**src/rtl/instr_fetch_decode_pkg.sv**
```systemverilog
// Opcode encoding, fetch FSM states and decode helpers for the 8-bit CPU front end.
// Pure definitions, no timing of its own.
// Decode is total: every byte maps to an opcode, with INVALID for unused values.
package lib_cpu;

  // Opcode byte value equals the enum index; INVALID covers every byte >= OPC_COUNT.
  typedef enum logic [3:0] {
    ADD_A_IMM = 4'd0,
    ADD_B_IMM = 4'd1,
    MOV_A_IMM = 4'd2,
    MOV_B_IMM = 4'd3,
    MOV_A_B   = 4'd4,
    MOV_B_A   = 4'd5,
    JMP_IMM   = 4'd6,
    JNC_IMM   = 4'd7,
    IN_A      = 4'd8,
    IN_B      = 4'd9,
    OUT_B     = 4'd10,
    OUT_IMM   = 4'd11,
    INVALID   = 4'd12
  } OPECODE;

  localparam int OPC_COUNT = 12;

  typedef enum logic [1:0] {FETCH, OPC, IMM, OUT} FETCH_STATE;

  function automatic OPECODE opc_decode(input logic [7:0] b);
    OPECODE op;
    op = INVALID;
    if (b < 8'(OPC_COUNT)) op = OPECODE'(b[3:0]);
    return op;
  endfunction

  // Opcodes whose immediate lives in the byte after the opcode.
  function automatic logic opc_has_imm(input OPECODE op);
    logic r;
    r = 1'b0;
    case (op)
      ADD_A_IMM, ADD_B_IMM, MOV_A_IMM, MOV_B_IMM,
      JMP_IMM, JNC_IMM, OUT_IMM: r = 1'b1;
      default:                   r = 1'b0;
    endcase
    return r;
  endfunction

endpackage

```
**src/rtl/instr_fetch_decode_if.sv**
```systemverilog
// Program-memory read port, redirect input and decoded-instruction handshake.
// No logic; timing is set by the fetch unit.
// dec_valid/dec_ready handshake; redirect is a single-cycle strobe.
interface instr_fetch_decode_if #(
  parameter int ADDR_W = 8
);
  import lib_cpu::*;

  logic              mem_en;
  logic [ADDR_W-1:0] mem_addr;
  logic [7:0]        mem_rdata;
  logic              redirect_valid;
  logic [ADDR_W-1:0] redirect_addr;
  logic              dec_valid;
  logic              dec_ready;
  OPECODE            dec_op;
  logic [7:0]        dec_imm;
  logic [ADDR_W-1:0] dec_pc;

  // Fetch unit side.
  modport master (
    output mem_en, mem_addr, dec_valid, dec_op, dec_imm, dec_pc,
    input  mem_rdata, redirect_valid, redirect_addr, dec_ready
  );

  // Memory / execute side.
  modport slave (
    input  mem_en, mem_addr, dec_valid, dec_op, dec_imm, dec_pc,
    output mem_rdata, redirect_valid, redirect_addr, dec_ready
  );

endinterface

```
**src/rtl/instr_fetch_decode.sv**
```systemverilog
// Fetches opcode (+ optional immediate) bytes, decodes them and presents them to execute.
// dec_valid 2 cycles after fetch issue for 1-byte, 3 cycles for 2-byte instructions.
// Holds outputs stable and issues no reads while dec_valid && !dec_ready; redirect flushes.
module instr_fetch_decode
  import lib_cpu::*;
#(
  parameter int                ADDR_W   = 8,
  parameter logic [ADDR_W-1:0] RESET_PC = '0
) (
  input  logic                   clk,
  input  logic                   rst_n,
  input  logic                   run,
  instr_fetch_decode_if.master   bus,
  output logic                   illegal_seen
);

  FETCH_STATE        state_q, state_d;
  logic [ADDR_W-1:0] pc_q, pc_d;
  OPECODE            op_q, op_d;
  OPECODE            dec_op_q, dec_op_d;
  logic [7:0]        dec_imm_q, dec_imm_d;
  logic [ADDR_W-1:0] dec_pc_q, dec_pc_d;
  logic              illegal_q, illegal_d;
  logic              mem_en_c;
  logic [ADDR_W-1:0] mem_addr_c;
  logic [ADDR_W-1:0] len;
  OPECODE            rd_op;

  assign len   = opc_has_imm(dec_op_q) ? ADDR_W'(2) : ADDR_W'(1);
  assign rd_op = opc_decode(bus.mem_rdata);

  // Next-state, read strobe and output-register loads; redirect overrides everything.
  always_comb begin
    state_d    = state_q;
    pc_d       = pc_q;
    op_d       = op_q;
    dec_op_d   = dec_op_q;
    dec_imm_d  = dec_imm_q;
    dec_pc_d   = dec_pc_q;
    mem_en_c   = 1'b0;
    mem_addr_c = pc_q;
    unique case (state_q)
      FETCH: begin
        if (run) begin
          mem_en_c = 1'b1;
          state_d  = OPC;
        end
      end
      OPC: begin
        op_d = rd_op;
        if (opc_has_imm(rd_op)) begin
          mem_en_c   = 1'b1;
          mem_addr_c = pc_q + ADDR_W'(1);
          state_d    = IMM;
        end else begin
          dec_op_d  = rd_op;
          dec_imm_d = 8'h00;
          dec_pc_d  = pc_q;
          state_d   = OUT;
        end
      end
      IMM: begin
        dec_op_d  = op_q;
        dec_imm_d = bus.mem_rdata;
        dec_pc_d  = pc_q;
        state_d   = OUT;
      end
      OUT: begin
        if (bus.dec_ready) begin
          pc_d = pc_q + len;
          if (run) begin
            mem_en_c   = 1'b1;
            mem_addr_c = pc_q + len;
            state_d    = OPC;
          end else begin
            state_d = FETCH;
          end
        end
      end
      default: state_d = FETCH;
    endcase
    if (bus.redirect_valid) begin
      pc_d       = bus.redirect_addr;
      state_d    = FETCH;
      mem_en_c   = 1'b0;
      mem_addr_c = pc_q;
    end
  end

  // Sticky flag raised together with the first presentation of an INVALID opcode.
  always_comb begin
    illegal_d = illegal_q;
    if (state_d == OUT && state_q != OUT && dec_op_d == INVALID) illegal_d = 1'b1;
  end

  // State and output registers.
  always_ff @(posedge clk or negedge rst_n) begin
    if (!rst_n) begin
      state_q   <= FETCH;
      pc_q      <= RESET_PC;
      op_q      <= INVALID;
      dec_op_q  <= INVALID;
      dec_imm_q <= 8'h00;
      dec_pc_q  <= RESET_PC;
      illegal_q <= 1'b0;
    end else begin
      state_q   <= state_d;
      pc_q      <= pc_d;
      op_q      <= op_d;
      dec_op_q  <= dec_op_d;
      dec_imm_q <= dec_imm_d;
      dec_pc_q  <= dec_pc_d;
      illegal_q <= illegal_d;
    end
  end

  assign bus.mem_en    = mem_en_c;
  assign bus.mem_addr  = mem_addr_c;
  assign bus.dec_valid = (state_q == OUT);
  assign bus.dec_op    = dec_op_q;
  assign bus.dec_imm   = dec_imm_q;
  assign bus.dec_pc    = dec_pc_q;
  assign illegal_seen  = illegal_q;

endmodule

```
**src/flat_wrapper.sv**
```systemverilog
// flat-port wrapper written by rule: the top's interface ports become plain ports
module instr_fetch_decode_flat import lib_cpu::*;
#(
  parameter int                ADDR_W   = 8,
  parameter logic [ADDR_W-1:0] RESET_PC = '0
)
  (clk, rst_n, run, illegal_seen, bus_mem_en, bus_mem_addr, bus_dec_valid, bus_dec_op, bus_dec_imm, bus_dec_pc, bus_mem_rdata, bus_redirect_valid, bus_redirect_addr, bus_dec_ready);
  instr_fetch_decode_if #(.ADDR_W(ADDR_W)) bus_i ();
  input  logic clk;
  input  logic rst_n;
  input  logic run;
  output logic illegal_seen;
  output wire logic [$bits(bus_i.mem_en)-1:0] bus_mem_en;
  output wire logic [$bits(bus_i.mem_addr)-1:0] bus_mem_addr;
  output wire logic [$bits(bus_i.dec_valid)-1:0] bus_dec_valid;
  output wire logic [$bits(bus_i.dec_op)-1:0] bus_dec_op;
  output wire logic [$bits(bus_i.dec_imm)-1:0] bus_dec_imm;
  output wire logic [$bits(bus_i.dec_pc)-1:0] bus_dec_pc;
  input wire logic [$bits(bus_i.mem_rdata)-1:0] bus_mem_rdata;
  input wire logic [$bits(bus_i.redirect_valid)-1:0] bus_redirect_valid;
  input wire logic [$bits(bus_i.redirect_addr)-1:0] bus_redirect_addr;
  input wire logic [$bits(bus_i.dec_ready)-1:0] bus_dec_ready;
  assign bus_mem_en = bus_i.mem_en;
  assign bus_mem_addr = bus_i.mem_addr;
  assign bus_dec_valid = bus_i.dec_valid;
  assign bus_dec_op = bus_i.dec_op;
  assign bus_dec_imm = bus_i.dec_imm;
  assign bus_dec_pc = bus_i.dec_pc;
  assign bus_i.mem_rdata = bus_mem_rdata;
  assign bus_i.redirect_valid = bus_redirect_valid;
  assign bus_i.redirect_addr = bus_redirect_addr;
  assign bus_i.dec_ready = bus_dec_ready;
  instr_fetch_decode #(.ADDR_W(ADDR_W), .RESET_PC(RESET_PC)) u_core (.clk(clk), .rst_n(rst_n), .run(run), .bus(bus_i), .illegal_seen(illegal_seen));
endmodule
```
**config.mk**
```make
export PLATFORM = sky130hd
export DESIGN_NAME = instr_fetch_decode_flat
export DESIGN_NICKNAME = d
export VERILOG_FILES = /design/src/rtl/instr_fetch_decode_pkg.sv /design/src/rtl/instr_fetch_decode_if.sv /design/src/rtl/instr_fetch_decode.sv /design/src/flat_wrapper.sv
export SDC_FILE = /design/constraint.sdc
export NUM_CORES = 1
export LEC_CHECK = 0
export CORE_UTILIZATION = 48
export CTS_CLUSTER_SIZE = 14
export DETAILED_ROUTE_END_ITERATION = 8
export PLACE_DENSITY_LB_ADDON = 0.08
export SYNTH_ARGS = -nofsm -noshare
export SYNTH_HDL_FRONTEND = slang
export SYNTH_SLANG_ARGS = --single-unit
```
**constraint.sdc**
```tcl
create_clock -name clk -period 4.4 [get_ports clk]
set_input_delay 0.66 -clock clk [delete_from_list [all_inputs] [get_ports clk]]
set_output_delay 0.66 -clock clk [all_outputs]
set_load 0.02 [all_outputs]
```
# Yosys cells after proc, flatten, opt, wreduce, memory -nomap -nowiden
# Cells that the tools add are included.
[classes]
addsub = 2
n_mul = 0
div_mod_pow = 0
n_lt_le_gt_ge = 1
n_eq_ne = 19
shifts = 0
mux = 30
n_bitwise = 0
reduce_logical = 12
[ops]
columns = ["op", "n"]
rows = [
  ["$mux 8", 9],
  ["$pmux 8 s2", 3],
  ["$eq 4x2->1 const B", 4],
  ["$eq 4x3->1 const B", 4],
  ["$reduce_or 7->1", 2],
  ["$eq 4x4->1 const B", 3],
  ["$mux 1", 9],
  ["$add 8x1->8 const B", 1],
  ["$add 8x8->8", 1],
  ["$eq 4x1->1 const B", 2],
  ["$logic_not 4->1", 2],
  ["$lt 8x4->1 const B", 1],
  ["$mux 2", 4],
  ["$mux 4", 2],
  ["$pmux 2 s4", 1],
  ["$pmux 4 s2", 1],
  ["$eq 2x2->1 const B", 3],
  ["$reduce_bool 2->1", 3],
  ["$ne 2x2->1 const B", 2],
  ["$reduce_and 2->1", 2],
  ["$pmux 1 s3", 1],
  ["$eq 2x1->1 const B", 1],
  ["$logic_and 1x1->1", 2],
  ["$logic_not 2->1", 1],
]
[totals]
ff_bits = 35
latch_bits = 0
ramBits = 0
romBits = 0
out_inout_bits = 31
elab_cells = 71
n_memories = 0

# Logic depth before layout (Yosys ltp)
[logic_depth]
word_depth = 12
ltp_mapped = 12
depth_no_buf = 12

# Worst setup path before layout
# No wires, ideal clock.
[synth_timing]
kind = "register -> output"
startpoint = "register u_core.dec_op_q[3], in the netlist u_core.bus.dec_op[3]"
endpoint = "output port bus_mem_addr[2]"
arrival_ns = 2.415
t_required_ns = 3.740
slack_ns = 1.325
path_stages_with_launch = 12
path_buffers = 0
cell_sequence = "dfstp_2 -> o21ai_0 -> nand2_1 -> o21ai_0 -> inv_1 -> ha_1 -> inv_1 -> fa_1 -> nor2_1 -> mux2_2 -> a222oi_1 -> inv_1"
[synth_via]
elab_chain_cells = 9
elab_cells_between_ends = 15
classes_between = "add/sub (1); eq/ne (6); mux (6); reduce/logical (2)"
[synth_rtl]
columns = ["item", "line", "rtl"]
rows = [
  ["start, declared", "instr_fetch_decode.sv:20", "OPECODE dec_op_q, dec_op_d;"],
  ["start signal, assigned", "instr_fetch_decode.sv:110", "dec_op_q <= dec_op_d;"],
  ["$eq 4x1->1, or another cell as far along", "instr_fetch_decode_pkg.sv:38", "case (op)"],
  ["$reduce_or 7->1 (*)", "instr_fetch_decode_pkg.sv:38", ""],
  ["$mux 1 (*)", "instr_fetch_decode_pkg.sv:38", ""],
  ["$mux 2 (*)", "instr_fetch_decode.sv:29", "assign len = opc_has_imm(dec_op_q) ? ADDR_W'(2) : ADDR_W'(1);"],
  ["$add 8x8->8 (*)", "instr_fetch_decode.sv:73", "mem_addr_c = pc_q + len;"],
  ["$mux 8 (*)", "instr_fetch_decode.sv:71", "if (run) begin"],
  ["$mux 8 (*)", "instr_fetch_decode.sv:69", "if (bus.dec_ready) begin"],
  ["$pmux 8 s2 (*)", "instr_fetch_decode.sv:42", "unique case (state_q)"],
  ["$mux 8 (*)", "instr_fetch_decode.sv:82", "if (bus.redirect_valid) begin"],
  ["end, declared", "flat_wrapper.sv:14", "output wire logic [$bits(bus_i.mem_addr)-1:0] bus_mem_addr;"],
]
# Every way passes the cells marked *; elsewhere a longest branch is shown, timed or not.

# Worst setup path after layout
[layout_timing]
startpoint = "input port bus_mem_rdata[2]"
endpoint = "output port bus_mem_addr[2]"
[layout_via]
elab_chain_cells = 9
elab_cells_between_ends = 15
classes_between = "order compare (1); eq/ne (6); mux (6); reduce/logical (2)"
[layout_rtl]
columns = ["item", "line", "rtl"]
rows = [
  ["start, declared", "flat_wrapper.sv:19", "input wire logic [$bits(bus_i.mem_rdata)-1:0] bus_mem_rdata;"],
  ["$lt 8x4->1", "instr_fetch_decode_pkg.sv:30", "if (b < 8'(OPC_COUNT)) op = OPECODE'(b[3:0]);"],
  ["$mux 4 (*)", "instr_fetch_decode_pkg.sv:30", ""],
  ["$eq 4x1->1, or another cell as far along", "instr_fetch_decode_pkg.sv:38", ""],
  ["$reduce_or 7->1 (*)", "instr_fetch_decode_pkg.sv:38", ""],
  ["$mux 1 (*)", "instr_fetch_decode_pkg.sv:38", ""],
  ["$mux 1 (*)", "instr_fetch_decode.sv:42", ""],
  ["$mux 8 (*)", "instr_fetch_decode.sv:51", "if (opc_has_imm(rd_op)) begin"],
  ["$pmux 8 s2 (*)", "instr_fetch_decode.sv:42", ""],
  ["$mux 8 (*)", "instr_fetch_decode.sv:82", ""],
]
# Every way passes the cells marked *; elsewhere a longest branch is shown, timed or not. The select of a mux whose other input is x is not followed.

==> reports/metrics.yaml <==
logic_synthesis:
  syn_area_per_cell_um2: 9.22
  yosysWarnings: 0
  synth_top_area_share_pct: 34.1
  yosys.area.top_type: "dfrtp_1"
  syn_nets: 277
  syn_area_um2: 2280
  ys_seq_area_share_pct: 38.7
  async_flop_share_pct: 100
  synth_edf_count: 0
  synth_cell_types: 54
  synth_ff_type: "dfrtp_1"
  ys_seq_elements: 35
  synth.area.top_cells: "dfrtp_1 (34%), mux2i_1 (5.3%), dfstp_2 (4.6%)"
  syn_inst: 247
  post-synth-top-count-cell: "dfrtp_1"
  synthTopCellsByCount: "dfrtp_1 (31), nand2_1 (25), nor2_1 (20), o21ai_0 (19), inv_1 (17)"
clocking:
  clkLatencyLatePin_ns: 0.29
  cts_hold_buf: 0
  root_buffer: "clkbuf_8"
  cts_buffer_depth: 2
  post_cts_resized: 0
  cts_num_sinks: 35
  h-tree-depth: 2
  post_cts_buffers: 0
  clkSlewWorstSetupHoldPaths_ns: 0.07
  cts_tree: "done"
  cts_buffers: 5
cells_and_area:
  drive_above_1_share_pct: 9.93
  fin_nets: 321
  final_util_pct: 64.9
  nFillCells: 407
  diodes: 0
  syn_to_final_growth_pct: 26.6
  finalInstanceArea_um2: 2880
  stdcell_count: 344
power_and_ir_drop:
  p_int_w: 0.000911
  switching_share_pct: 42.0
  clkPwrFrac_pct: 14.8
  p_leak_nw: 1.16
  worst_ir_drop_vdd_v: 0.000354
  seqPwrFrac_pct: 30.9
  combPwrFrac_pct: 54.4
  power_density_nw_per_um2: 544
  p_sw_w: 0.000659
worst_setup_path:
  path_cells: "clkdlybuf4s50_1 -> and3b_4 -> o311ai_1 -> mux2_1 -> a222oi_1 -> inv_1 -> clkdlybuf4s50_1"
  cp-start-kind: "input pin"
  crit_path_max_incr_delay_ns: 0.61
  required_ns: 3.74
  reg2reg_slack_ns: 2.01
  timing.critical_path.mode_cell: "clkdlybuf4s50_1"
  cp_max_fo: 8
  cp_slowest_cell: "clkdlybuf4s50_1"
  end_kind: "primary output"
  worstSetupPathType: "input pin to primary output"
  critPathArrivalTime_ns: 3.30
grt:
  antenna_found_initial: 0
  grt_max_degree: 36
  grt_pass1_wl_mm: 8.99
  grt-ovfl-total: 0
  grt_pass1_vias: 1810
  track_usage_pct: 23.0
timing:
  fin_skew_ns: 0.00433
  clock.fmax_ghz: 0.252
  setup_viol: 0
  timing.setup.tns_ns: 0
  finalCriticalPeriod_ns: 3.96
  hold_viol: 0
  rsz0062_at_grt: "no"
  period_share_pct: 90.0
  tightest_slew_ns: 0.729
  report.final.slew_viol_count: 0
  relSlewSlack_pct: 51.4
route:
  routed_wl_mm: 5.43
  avgViaCountPerCell: 5.86
  drc: 2
  num_vias: 2016
  detail-route-antenna-nets: 0
  avgRoutedWirePerCell_um: 15.8
  drt_iter0_markers: 132
  dr.pass1.iters: 8
placed_design:
  place_area_um2: 2800
  gp_congestion: 0.846
  io_buffer_count: 51
  place_inst: 336
  dp_hpwl_mm: 3.92
min_path:
  worstHoldPathType: "register to register"
floorplanning:
  initial_core_util_pct: 51.2
  die_x_um: 70.9
  num_rows: 24
  coreArea_um2: 4440
  pin_count: 52
  dieArea_um2: 5020
  dieHeight_um: 70.9
flow_run:
  max-cap-violations: 0
status:
  status: "finished, violations left"
  violations: "DRC"
-- state kept, by name, indices dropped and copies added (netlist names) --
signal	count
u_core.bus.dec_op	4
u_core.illegal_seen	1
u_core.bus.dec_imm	8
u_core.op_q	4
u_core.bus.dec_pc	8
u_core.state_q	2
u_core.pc_q	8
-- layer usage --
metal	wire length, um	up-vias	global-route usage, %
li1	-	974	-
met1	2550	970	32.1
met2	2490	65	36.2
met3	309	7	4.13
met4	76	0	8.00
met5	0	-	0
-- critical path, delay by kind of cell --
family	cells	cell delay, ns
muxes	1	0.37
and+or+nand+nor	1	0.27
buffers and inverters	3	1.23
AOI/OAI and AO/OA	2	0.77
-- stage by stage --
| stage | power [W] | setup slack, ns | hold WS [ns] |
|---|---|---|---|
| global placement | 0.00133 | 0.471 | 0.448 |
| floorplan | 0.00103 | 1.33 | 0.364 |
| global route | 0.00167 | 0.266 | 0.486 |
| finish | 0.00157 | 0.438 | 0.470 |
| CTS | 0.00158 | 0.431 | 0.470 |
| detailed placement | 0.00134 | 0.441 | 0.446 |
-- layout make-up --
class	count	area, um^2	share of cell area, %
clock buffer	6	72.6	2.52
tap	52	65.1	2.26
clock inverter	2	12.5	0.434
sequential	35	881	30.5
multi-input combinational	178	1260	43.6
timing repair buffer	54	533	18.5
inverter	17	63.8	2.21
-- cells in the final DEF, fill, tap and decap left out, drive strengths merged, types with 5 or more instances in the layout --
| master | count |
|---|---|
| nand2 | 25 |
| dfrtp | 31 |
| o21ai | 23 |
| a22o | 9 |
| nor2 | 20 |
| mux2i | 12 |
| nor3 | 10 |
| ha | 8 |
| nand3 | 5 |
| clkdlybuf4s50 | 51 |
| a21oi | 6 |
| mux2 | 8 |
| inv | 17 |
| clkbuf | 6 |
| o221ai | 5 |
| xnor2 | 5 |
-- cells by family (layout without fill, tap and decap cells) --
group | count (synthesis) | count (layout) | synth area share (%)
AO/OA/AOI/OAI | 64 | 64 | 21.0
AND/OR/NAND/NOR | 78 | 78 | 17.0
XOR/XNOR | 7 | 7 | 2.69
multiplexers | 20 | 20 | 9.23
flip-flops | 35 | 35 | 38.7
buffers and inverters | 34 | 79 | 6.15
adder cells (fa/ha/maj) | 9 | 9 | 5.27
-- power by group through the flow --
stage / Clock, W / Combinational [W] / Sequential [W]
floorplan: 0 / 0.000481 / 0.000551
global placement: 0 / 0.000846 / 0.000488
detailed placement: 0 / 0.000853 / 0.000491
CTS: 0.000237 / 0.000856 / 0.000485
global route: 0.000249 / 0.000920 / 0.000497
finish: 0.000232 / 0.000853 / 0.000485
-- worst paths after layout --
kind                                     start                   end  depth (start not counted)
max                           bus_mem_rdata[2]       bus_mem_addr[2]                          7
min                        u_core.illegal_seen   u_core.illegal_seen                          2
max reg2reg                  u_core.state_q[1]  u_core.bus.dec_pc[7]                          5
min reg2reg                u_core.illegal_seen   u_core.illegal_seen                          2
max in group asynchronous                rst_n        u_core.op_q[2]                          2
min in group asynchronous                rst_n        u_core.pc_q[3]                          2
Power figures use the tool's default switching activity.
